**src/rtl/armleocpu_csr_sequencer.sv**
```systemverilog
// armleocpu_csr_sequencer
// Runs one CSR-class instruction from execute on the single-command CSR file
// port: an optional READ, then an optional WRITE, then a one-cycle response.
// The write value is RW: operand, RS: old | operand, RC: old & ~operand.

package armleocpu_csr_sequencer_pkg;
    localparam int ARMLEOCPU_CSR_CMD_WIDTH = 2;
    localparam logic [ARMLEOCPU_CSR_CMD_WIDTH-1:0] ARMLEOCPU_CSR_CMD_NONE  = 2'd0;
    localparam logic [ARMLEOCPU_CSR_CMD_WIDTH-1:0] ARMLEOCPU_CSR_CMD_READ  = 2'd1;
    localparam logic [ARMLEOCPU_CSR_CMD_WIDTH-1:0] ARMLEOCPU_CSR_CMD_WRITE = 2'd2;
endpackage

module armleocpu_csr_sequencer
    import armleocpu_csr_sequencer_pkg::*;
(
    input  logic                               clk,
    input  logic                               rst_n,
    input  logic                               kill,

    input  logic                               req_valid,
    output logic                               req_ready,
    input  logic [2:0]                         req_funct3,
    input  logic [11:0]                        req_address,
    input  logic [31:0]                        req_rs1_value,
    input  logic [4:0]                         req_rs1_index,
    input  logic [4:0]                         req_rd_index,

    output logic                               resp_valid,
    output logic                               resp_illegal,
    output logic                               resp_rd_write,
    output logic [4:0]                         resp_rd_index,
    output logic [31:0]                        resp_rd_data,

    output logic [ARMLEOCPU_CSR_CMD_WIDTH-1:0] csr_cmd,
    output logic [11:0]                        csr_address,
    output logic [31:0]                        csr_writedata,
    input  logic [31:0]                        csr_readdata,
    input  logic                               csr_invalid
);

    typedef enum logic [1:0] {
        ST_IDLE  = 2'd0,
        ST_READ  = 2'd1,
        ST_WRITE = 2'd2,
        ST_RESP  = 2'd3
    } state_t;

    localparam logic [1:0] OP_RW = 2'b01;
    localparam logic [1:0] OP_RS = 2'b10;
    localparam logic [1:0] OP_RC = 2'b11;

    // Sequencer state and fields latched at acceptance
    state_t      state_q;
    logic [1:0]  op_q;
    logic [11:0] address_q;
    logic [4:0]  rd_index_q;
    logic [31:0] operand_q;
    logic [31:0] old_q;
    logic        illegal_q;
    logic        need_read_q;
    logic        need_write_q;

    // Decode of the incoming request, used only on the accepting edge
    logic        accept_d;
    logic [31:0] operand_d;
    logic        funct3_illegal_d;
    logic        need_read_d;
    logic        need_write_d;

    // Value presented on the CSR port during WRITE
    logic [31:0] write_value_d;

    // Decode the request: immediate forms take zimm from the rs1 index field
    always_comb begin
        accept_d         = (state_q == ST_IDLE) && req_valid && !kill;
        operand_d        = req_funct3[2] ? {27'b0, req_rs1_index} : req_rs1_value;
        funct3_illegal_d = (req_funct3[1:0] == 2'b00);
        // CSRRW with rd=x0 must not read (no read side effects)
        need_read_d      = !((req_funct3[1:0] == OP_RW) && (req_rd_index == 5'd0));
        // CSRRS/CSRRC with rs1/zimm of zero must not write
        need_write_d     = (req_funct3[1:0] == OP_RW) || (req_rs1_index != 5'd0);
    end

    // Combine the captured old value with the operand according to the opcode
    always_comb begin
        write_value_d = operand_q;
        case (op_q)
            OP_RS:   write_value_d = old_q | operand_q;
            OP_RC:   write_value_d = old_q & ~operand_q;
            default: write_value_d = operand_q;
        endcase
    end

    // Sequencer FSM: latch on accept, READ then WRITE, then one response cycle
    always_ff @(posedge clk) begin
        if (!rst_n) begin
            state_q      <= ST_IDLE;
            op_q         <= 2'b00;
            address_q    <= 12'h000;
            rd_index_q   <= 5'd0;
            operand_q    <= 32'h0;
            old_q        <= 32'h0;
            illegal_q    <= 1'b0;
            need_read_q  <= 1'b0;
            need_write_q <= 1'b0;
        end else begin
            case (state_q)
                ST_IDLE: begin
                    if (accept_d) begin
                        op_q         <= req_funct3[1:0];
                        address_q    <= req_address;
                        rd_index_q   <= req_rd_index;
                        operand_q    <= operand_d;
                        need_read_q  <= need_read_d;
                        need_write_q <= need_write_d;
                        illegal_q    <= funct3_illegal_d;
                        if (funct3_illegal_d)
                            state_q <= ST_RESP;
                        else if (need_read_d)
                            state_q <= ST_READ;
                        else
                            state_q <= ST_WRITE;
                    end
                end
                ST_READ: begin
                    if (kill) begin
                        state_q <= ST_IDLE;
                    end else begin
                        old_q <= csr_readdata;
                        if (csr_invalid) begin
                            illegal_q <= 1'b1;
                            state_q   <= ST_RESP;
                        end else if (need_write_q) begin
                            state_q <= ST_WRITE;
                        end else begin
                            state_q <= ST_RESP;
                        end
                    end
                end
                ST_WRITE: begin
                    if (kill) begin
                        state_q <= ST_IDLE;
                    end else begin
                        if (csr_invalid)
                            illegal_q <= 1'b1;
                        state_q <= ST_RESP;
                    end
                end
                ST_RESP: begin
                    state_q <= ST_IDLE;
                end
                default: begin
                    state_q <= ST_IDLE;
                end
            endcase
        end
    end

    // Drive the CSR port and the response from the current state; kill gates
    // the command and the response pulse in the same cycle
    always_comb begin
        req_ready     = 1'b0;
        csr_cmd       = ARMLEOCPU_CSR_CMD_NONE;
        csr_address   = 12'h000;
        csr_writedata = 32'h0;
        resp_valid    = 1'b0;
        resp_illegal  = 1'b0;
        resp_rd_write = 1'b0;
        resp_rd_index = 5'd0;
        resp_rd_data  = 32'h0;
        case (state_q)
            ST_IDLE: begin
                req_ready = !kill;
            end
            ST_READ: begin
                csr_address = address_q;
                if (!kill)
                    csr_cmd = ARMLEOCPU_CSR_CMD_READ;
            end
            ST_WRITE: begin
                csr_address   = address_q;
                csr_writedata = write_value_d;
                if (!kill)
                    csr_cmd = ARMLEOCPU_CSR_CMD_WRITE;
            end
            ST_RESP: begin
                resp_valid    = !kill;
                resp_illegal  = illegal_q;
                resp_rd_write = !illegal_q && need_read_q && (rd_index_q != 5'd0);
                resp_rd_index = rd_index_q;
                resp_rd_data  = old_q;
            end
            default: begin
                req_ready = 1'b0;
            end
        endcase
    end

endmodule

```
**config.mk**
```make
export PLATFORM = sky130hd
export DESIGN_NAME = armleocpu_csr_sequencer
export DESIGN_NICKNAME = d
export VERILOG_FILES = /design/src/rtl/armleocpu_csr_sequencer.sv
export SDC_FILE = /design/constraint.sdc
export NUM_CORES = 1
export LEC_CHECK = 0
export ABC_AREA = 0
export CAP_MARGIN = 20
export CELL_PAD_IN_SITES_DETAIL_PLACEMENT = 1
export CELL_PAD_IN_SITES_GLOBAL_PLACEMENT = 2
export CORE_MARGIN = 5
export CORE_UTILIZATION = 23
export DETAILED_ROUTE_END_ITERATION = 10
export PLACE_DENSITY = 0.84
export SYNTH_ARGS = -nofsm -noshare
export SYNTH_HDL_FRONTEND = slang
export SYNTH_SLANG_ARGS = --single-unit
export TNS_END_PERCENT = 5
```
**constraint.sdc**
```tcl
create_clock -name clk -period 2.3 [get_ports clk]
set_input_delay 0.575 -clock clk [delete_from_list [all_inputs] [get_ports clk]]
set_output_delay 0.575 -clock clk [all_outputs]
set_load 0.02 [all_outputs]
```
---- Yosys cells after proc, flatten, opt, wreduce, memory -nomap -nowiden ----
Cells that the tools add are included.
storage, ports and cells
  bits in latches ......................... 0
  RAM bits ................................ 0
  bits in registers ....................... 88
  memories kept ........................... 0
  output and inout port bits .............. 87
  input port bits ......................... 94
  ROM bits ................................ 0
  logic and storage cells ................. 66
cells by class
  order comparisons ....................... 0
  equal/unequal tests ..................... 9
  add/subtract/negate cells ............... 0
  divide/modulo/power cells ............... 0
  reductions and logical operators ........ 19
  shift operators ......................... 0
  multiply operators ...................... 0
  mux-type cells .......................... 25
  bitwise logic cells ..................... 4
operators by type and width
  cell                                           number
  2-to-1 mux 32 bit                              3
  case mux 32 bit (2 select lines)               1
  bitwise AND 32 bit                             1
  NOT 32 bit                                     1
  bitwise OR 32 bit                              1
  2-to-1 mux 12 bit                              1
  2-to-1 mux 2 bit                               6
  2-to-1 mux 1 bit                               10
  nonzero test 5 bit                             2
  == test 2 bit, second input constant           4
  case mux 2 bit (4 select lines)                1
  logical AND 1 bit                              5
  logical NOT 5 bit                              1
  2-to-1 mux 5 bit                               1
  == test 2 x 1 -> 1 bit, second input constant  2
  logical NOT 2 bit                              2
  != test 2 bit, second input constant           2
  case mux 2 bit (2 select lines)                1
  AND reduction 2 bit                            2
  AND reduction 4 bit                            1
  logical NOT 1 bit                              3
  != test 2 x 1 -> 1 bit, second input constant  1
  case mux 1 bit (2 select lines)                1
  nonzero test 2 bit                             1
  other kinds (3)                                3

---- Logic depth before layout (Yosys ltp) ----
  depth in word-level cells ............... 6
  mapped depth ............................ 8
  gate-level depth less buffers ........... 6

---- Least setup slack after synthesis ----
Ideal clock, no wire load.
  kind .................................... reg-to-output
  start ................................... register state_q[0]
  end ..................................... output resp_rd_write
  cell stages (with the launch flop) ...... 5
  data arrival time ....................... 1365 ps
  data required time ...................... 1725 ps
  buffers on the path ..................... 1
  setup slack ............................. 360 ps
  cells stage by stage .................... dfxtp_1 -> ha_1 -> clkbuf_1 -> nand2_1 -> a211oi_1
between the ends
  word-level cells in the longest chain between the ends .. 2
ends and longest elaborated chain
  what                      line  text
  start: declaration        53    state_t state_q;
  start signal: assignment  97    state_q <= ST_IDLE;
  start signal: assignment  118   state_q <= ST_RESP;
  start signal: assignment  120   state_q <= ST_READ;
  == test 2 bit             171   case (state_q)
  2-to-1 mux 1 bit          171
  end: declaration          30    output logic resp_rd_write,
Every way passes these cells.

---- Final worst setup path ----
  start ................................... input kill
  end ..................................... output req_ready
between the ends
  word-level cells in the longest chain between the ends .. 2
ends and longest elaborated chain
  what                line  text
  start: declaration  18    input logic kill,
  logical NOT 1 bit   173   req_ready = !kill;
  2-to-1 mux 1 bit    171
  end: declaration    21    output logic req_ready,
Every way passes these cells.

==> flow_metrics.env <==
export IMPL_outcome="finished, final reports clean"
export IMPL_power_density_nw_per_um2=706
export IMPL_clk_latency_ns=0.34
export IMPL_drv_slew=0
export IMPL_rsz0062_at_grt="true"
export IMPL_start_kind="input port"
export IMPL_track_usage_pct=15.1
export IMPL_busiest_layer="met2"
export IMPL_via_per_inst=4.35
export IMPL_dieHeight_um=150
export IMPL_portBuffers=180
export IMPL_io_pins=181
export IMPL_cts_buffers=9
export IMPL_tightestPinTransition_ns=0.588
export IMPL_cts_sinks=88
export IMPL_path_clk_slew_ns=0.07
export IMPL_min_period_ns=2.24
export IMPL_setup_viol_count_final=0
export IMPL_antenna_found_initial=0
export IMPL_grt_use_met2_pct=25.3
export IMPL_max_stage_delay_ns=0.42
export IMPL_htreeDepth=3
export IMPL_coreArea_um2=19300
export IMPL_finalWeightedCongestion=0.752
export IMPL_grt_first_pass_wirelength_um=26300
export IMPL_routed_wl_um=17100
export IMPL_area_growth_pct=55.1
export IMPL_netlist_instances=611
export IMPL_fin_nets=883
export IMPL_routed_via_count=4581
export IMPL_first_pass_iters=4
export IMPL_intPower_mw=3.26
export IMPL_critical_path_class="input port to output port"
export IMPL_ant_nets=0
export IMPL_ys_seq_area_share_pct=39.3
export IMPL_cts_root_buf="clkbuf_16"
export IMPL_worstPathRequired_ns=1.73
export IMPL_fp_dieW_um=150
export IMPL_avgSynthCellArea_um2=7.34
export IMPL_vdd_drop_max_v=0.000407
export IMPL_grt_overflow_total=0
export IMPL_cp_max_fo=6
export IMPL_grt_max_degree=39
export IMPL_worstSetupEndpointType="output port"
export IMPL_yosys_register_bits=88
export IMPL_maxCapViolations=0
export IMPL_cpMaxStageDelayCell="clkdlybuf4s50_1"
export IMPL_p_leak_nw=2.76
export IMPL_comb_power_share_pct=30.4
export IMPL_power_mw=4.91
export IMPL_crit_chain="clkdlybuf4s50_1, buf_4, nor2b_2, dlygate4sd2_1"
export IMPL_cts_tree="done"
export IMPL_clk_path_buf_depth=2
export IMPL_globalRouteMet1Util_pct=19.8
export IMPL_hold_class="flop to flop"
export IMPL_start_util_pct=23.2
export IMPL_fmax_mhz=446
export IMPL_switching_share_pct=33.6
export IMPL_post_route_period_util_pct=97.4
export IMPL_seq_power_share_pct=37.8
export IMPL_synth_distinct_cells=30
export IMPL_synth_net_count=710
export IMPL_critPathTopFamily="buffers and inverters"
export IMPL_yosys_warnings=0
export IMPL_wl_per_cell_um=16.2
export IMPL_num_rows=51
export IMPL_max_slew_margin_rel_pct=59.8
export IMPL_first_global_vias=4754
export IMPL_drive_gt1_share_pct=13.2
export IMPL_dp_hpwl_um=12300
export IMPL_antennaDiodeCount=0
export IMPL_die_area_um2=22400
export IMPL_cts_setup_buffers=0
export IMPL_met3_usage_pct=2.39
export IMPL_crit_buf_inv=3
export IMPL_switchingPower_mw=1.65
export IMPL_initialDrtViolationCount=112
export IMPL_skew_ns=0.00675
export IMPL_holdWs_ns=0.456
export IMPL_finalHoldViolCount=0
export IMPL_worstPathArrival_ns=1.67
export IMPL_drc=0
export IMPL_clock_power_share_pct=31.8
export IMPL_synthesis_area_um2=4490
-- power by group through the flow --
stage | clock (mW) | sequential (mW) | combinational (mW)
2_1_floorplan | 0 | 1.84 | 0.797
3_3_place_gp | 0 | 1.88 | 1.50
3_5_place_dp | 0 | 1.88 | 1.52
4_1_cts | 1.64 | 1.85 | 1.53
5_1_grt | 1.69 | 1.89 | 1.67
6_report | 1.56 | 1.86 | 1.49
-- sequential cells by signal, indices dropped and copies added (netlist names) --
| name | count |
|---|---|
| address_q | 12 |
| illegal_q | 1 |
| need_read_q | 1 |
| need_write_q | 1 |
| old_q | 32 |
| op_q | 2 |
| operand_q | 32 |
| rd_index_q | 5 |
| state_q | 2 |
-- routing by layer --
metal,part of all wire [%],wire [um],vias to the layer above
li1,-,-,2339
met1,46,7930,2115
met2,48,8140,107
met3,4.3,736,20
met4,1.9,326,0
met5,0,0,-
-- through the flow --
stage	std cells	instance area [um2]	worst slack [ns]	TNS (ns)	utilization, %
detailed placement	1038	6730	-0.311	-0.828	34.8
finish	1054	6960	0.0587	0	36.0
floorplan	611	4490	0.360	0	-
global placement	1038	6730	-0.310	-0.827	34.8
CTS	1054	7040	-0.113	-1.22	36.4
global route	1054	6960	-0.0528	-0.362	36.0
-- tightest hold or removal path, delay by kind of cell, from the launching register on --
kind / cells / cell delay (ns)
AND/OR/NAND/NOR: 1 / 0.05
flip-flops: 1 / 0.31
AO/OA/AOI/OAI: 1 / 0.05
-- cells in the mapped netlist --
master / number / share of area, %
nand2_1: 203 / 17
dfxtp_1: 88 / 39
and2_1: 83 / 12
a21oi_1: 45 / 5.0
a21boi_0: 35 / 5.9
o21ai_0: 35 / 3.9
clkbuf_1: 30 / 2.5
nand3b_1: 27 / 4.5
buf_2: 11 / 1.2
inv_1: 9 / 0.75
nor2_1: 7 / 0.59
o211a_1: 7 / 1.6
ha_1: 5 / 1.4
mux2i_1: 5 / 1.1
a211oi_1: 2 / 0.33
buf_1: 2 / 0.17
buf_4: 2 / 0.33
nor2b_1: 2 / 0.28
o2111ai_1: 2 / 0.39
a2111oi_0: 1 / 0.20
and3_1: 1 / 0.14
nand3_1: 1 / 0.11
nand4b_1: 1 / 0.20
nor2b_2: 1 / 0.20
nor3_1: 1 / 0.11
nor4_1: 1 / 0.14
nor4_4: 1 / 0.47
o311ai_1: 1 / 0.20
o31ai_1: 1 / 0.17
or4b_4: 1 / 0.31
-- worst paths after layout --
| check | slack, ns | cells after the start | endpoint | start |
|---|---|---|---|---|
| setup / recovery | 0.06 | 4 | req_ready | kill |
| hold / removal | 0.46 | 2 | address_q[0] | address_q[0] |
| setup reg to reg | 0.38 | 7 | illegal_q | state_q[1] |
| hold reg to reg | 0.46 | 2 | address_q[0] | address_q[0] |
-- cells by family (layout without fill, tap and decap cells) --
group | Yosys count | after routing | synth area share, %
mux | 5 | 5 | 1.12
fa+ha+maj | 5 | 5 | 1.39
simple gates | 330 | 330 | 35.6
buf+inv | 54 | 232 | 4.99
flops | 88 | 88 | 39.3
compound gates | 129 | 129 | 17.6
-- cell usage in the layout (no fill, tap or decap), types with 2 or more instances in the layout --
| cell type | synthesis | final |
|---|---|---|
| clkbuf_2 | 0 | 19 |
| nand2_2 | 0 | 2 |
| clkinv_4 | 0 | 2 |
| a211oi_1 | 2 | 2 |
| mux2i_1 | 5 | 5 |
| clkdlybuf4s50_1 | 0 | 92 |
| dlygate4sd2_1 | 0 | 41 |
| nand2_1 | 203 | 201 |
| a21oi_1 | 45 | 45 |
| inv_2 | 0 | 3 |
| nor2_1 | 7 | 7 |
| and2_1 | 83 | 82 |
| clkbuf_16 | 0 | 9 |
| buf_6 | 0 | 2 |
| clkdlybuf4s15_2 | 0 | 27 |
| ha_4 | 0 | 2 |
| o2111ai_1 | 2 | 2 |
| inv_6 | 0 | 3 |
| nand3b_1 | 27 | 27 |
| buf_4 | 2 | 18 |
| dfxtp_1 | 88 | 85 |
| inv_1 | 9 | 6 |
| nor2b_1 | 2 | 2 |
| ha_1 | 5 | 3 |
| o211a_1 | 7 | 7 |
| dfxtp_2 | 0 | 3 |
| buf_12 | 0 | 7 |
| o21ai_0 | 35 | 34 |
| a21boi_0 | 35 | 35 |
-- timing repair --
item | 4_1_cts | 5_1_grt
setup endpoints to repair | 87 | 46
gates resized for setup | 158 | 30
gates cloned | 0 | 0
hold buffers | 0 | 0
-- final cells by class --
cell class | instances | area, um2
Clock buffer | 10 | 239
Clock inverter | 6 | 73.8
Multi-Input combinational cell | 469 | 2530
Fill cell | 2311 | 12400
Inverter | 9 | 33.8
Tap cell | 265 | 332
Timing Repair Buffer | 207 | 1980
Sequential cell | 88 | 1770
Note: power is estimated with default switching activity, not from simulation.
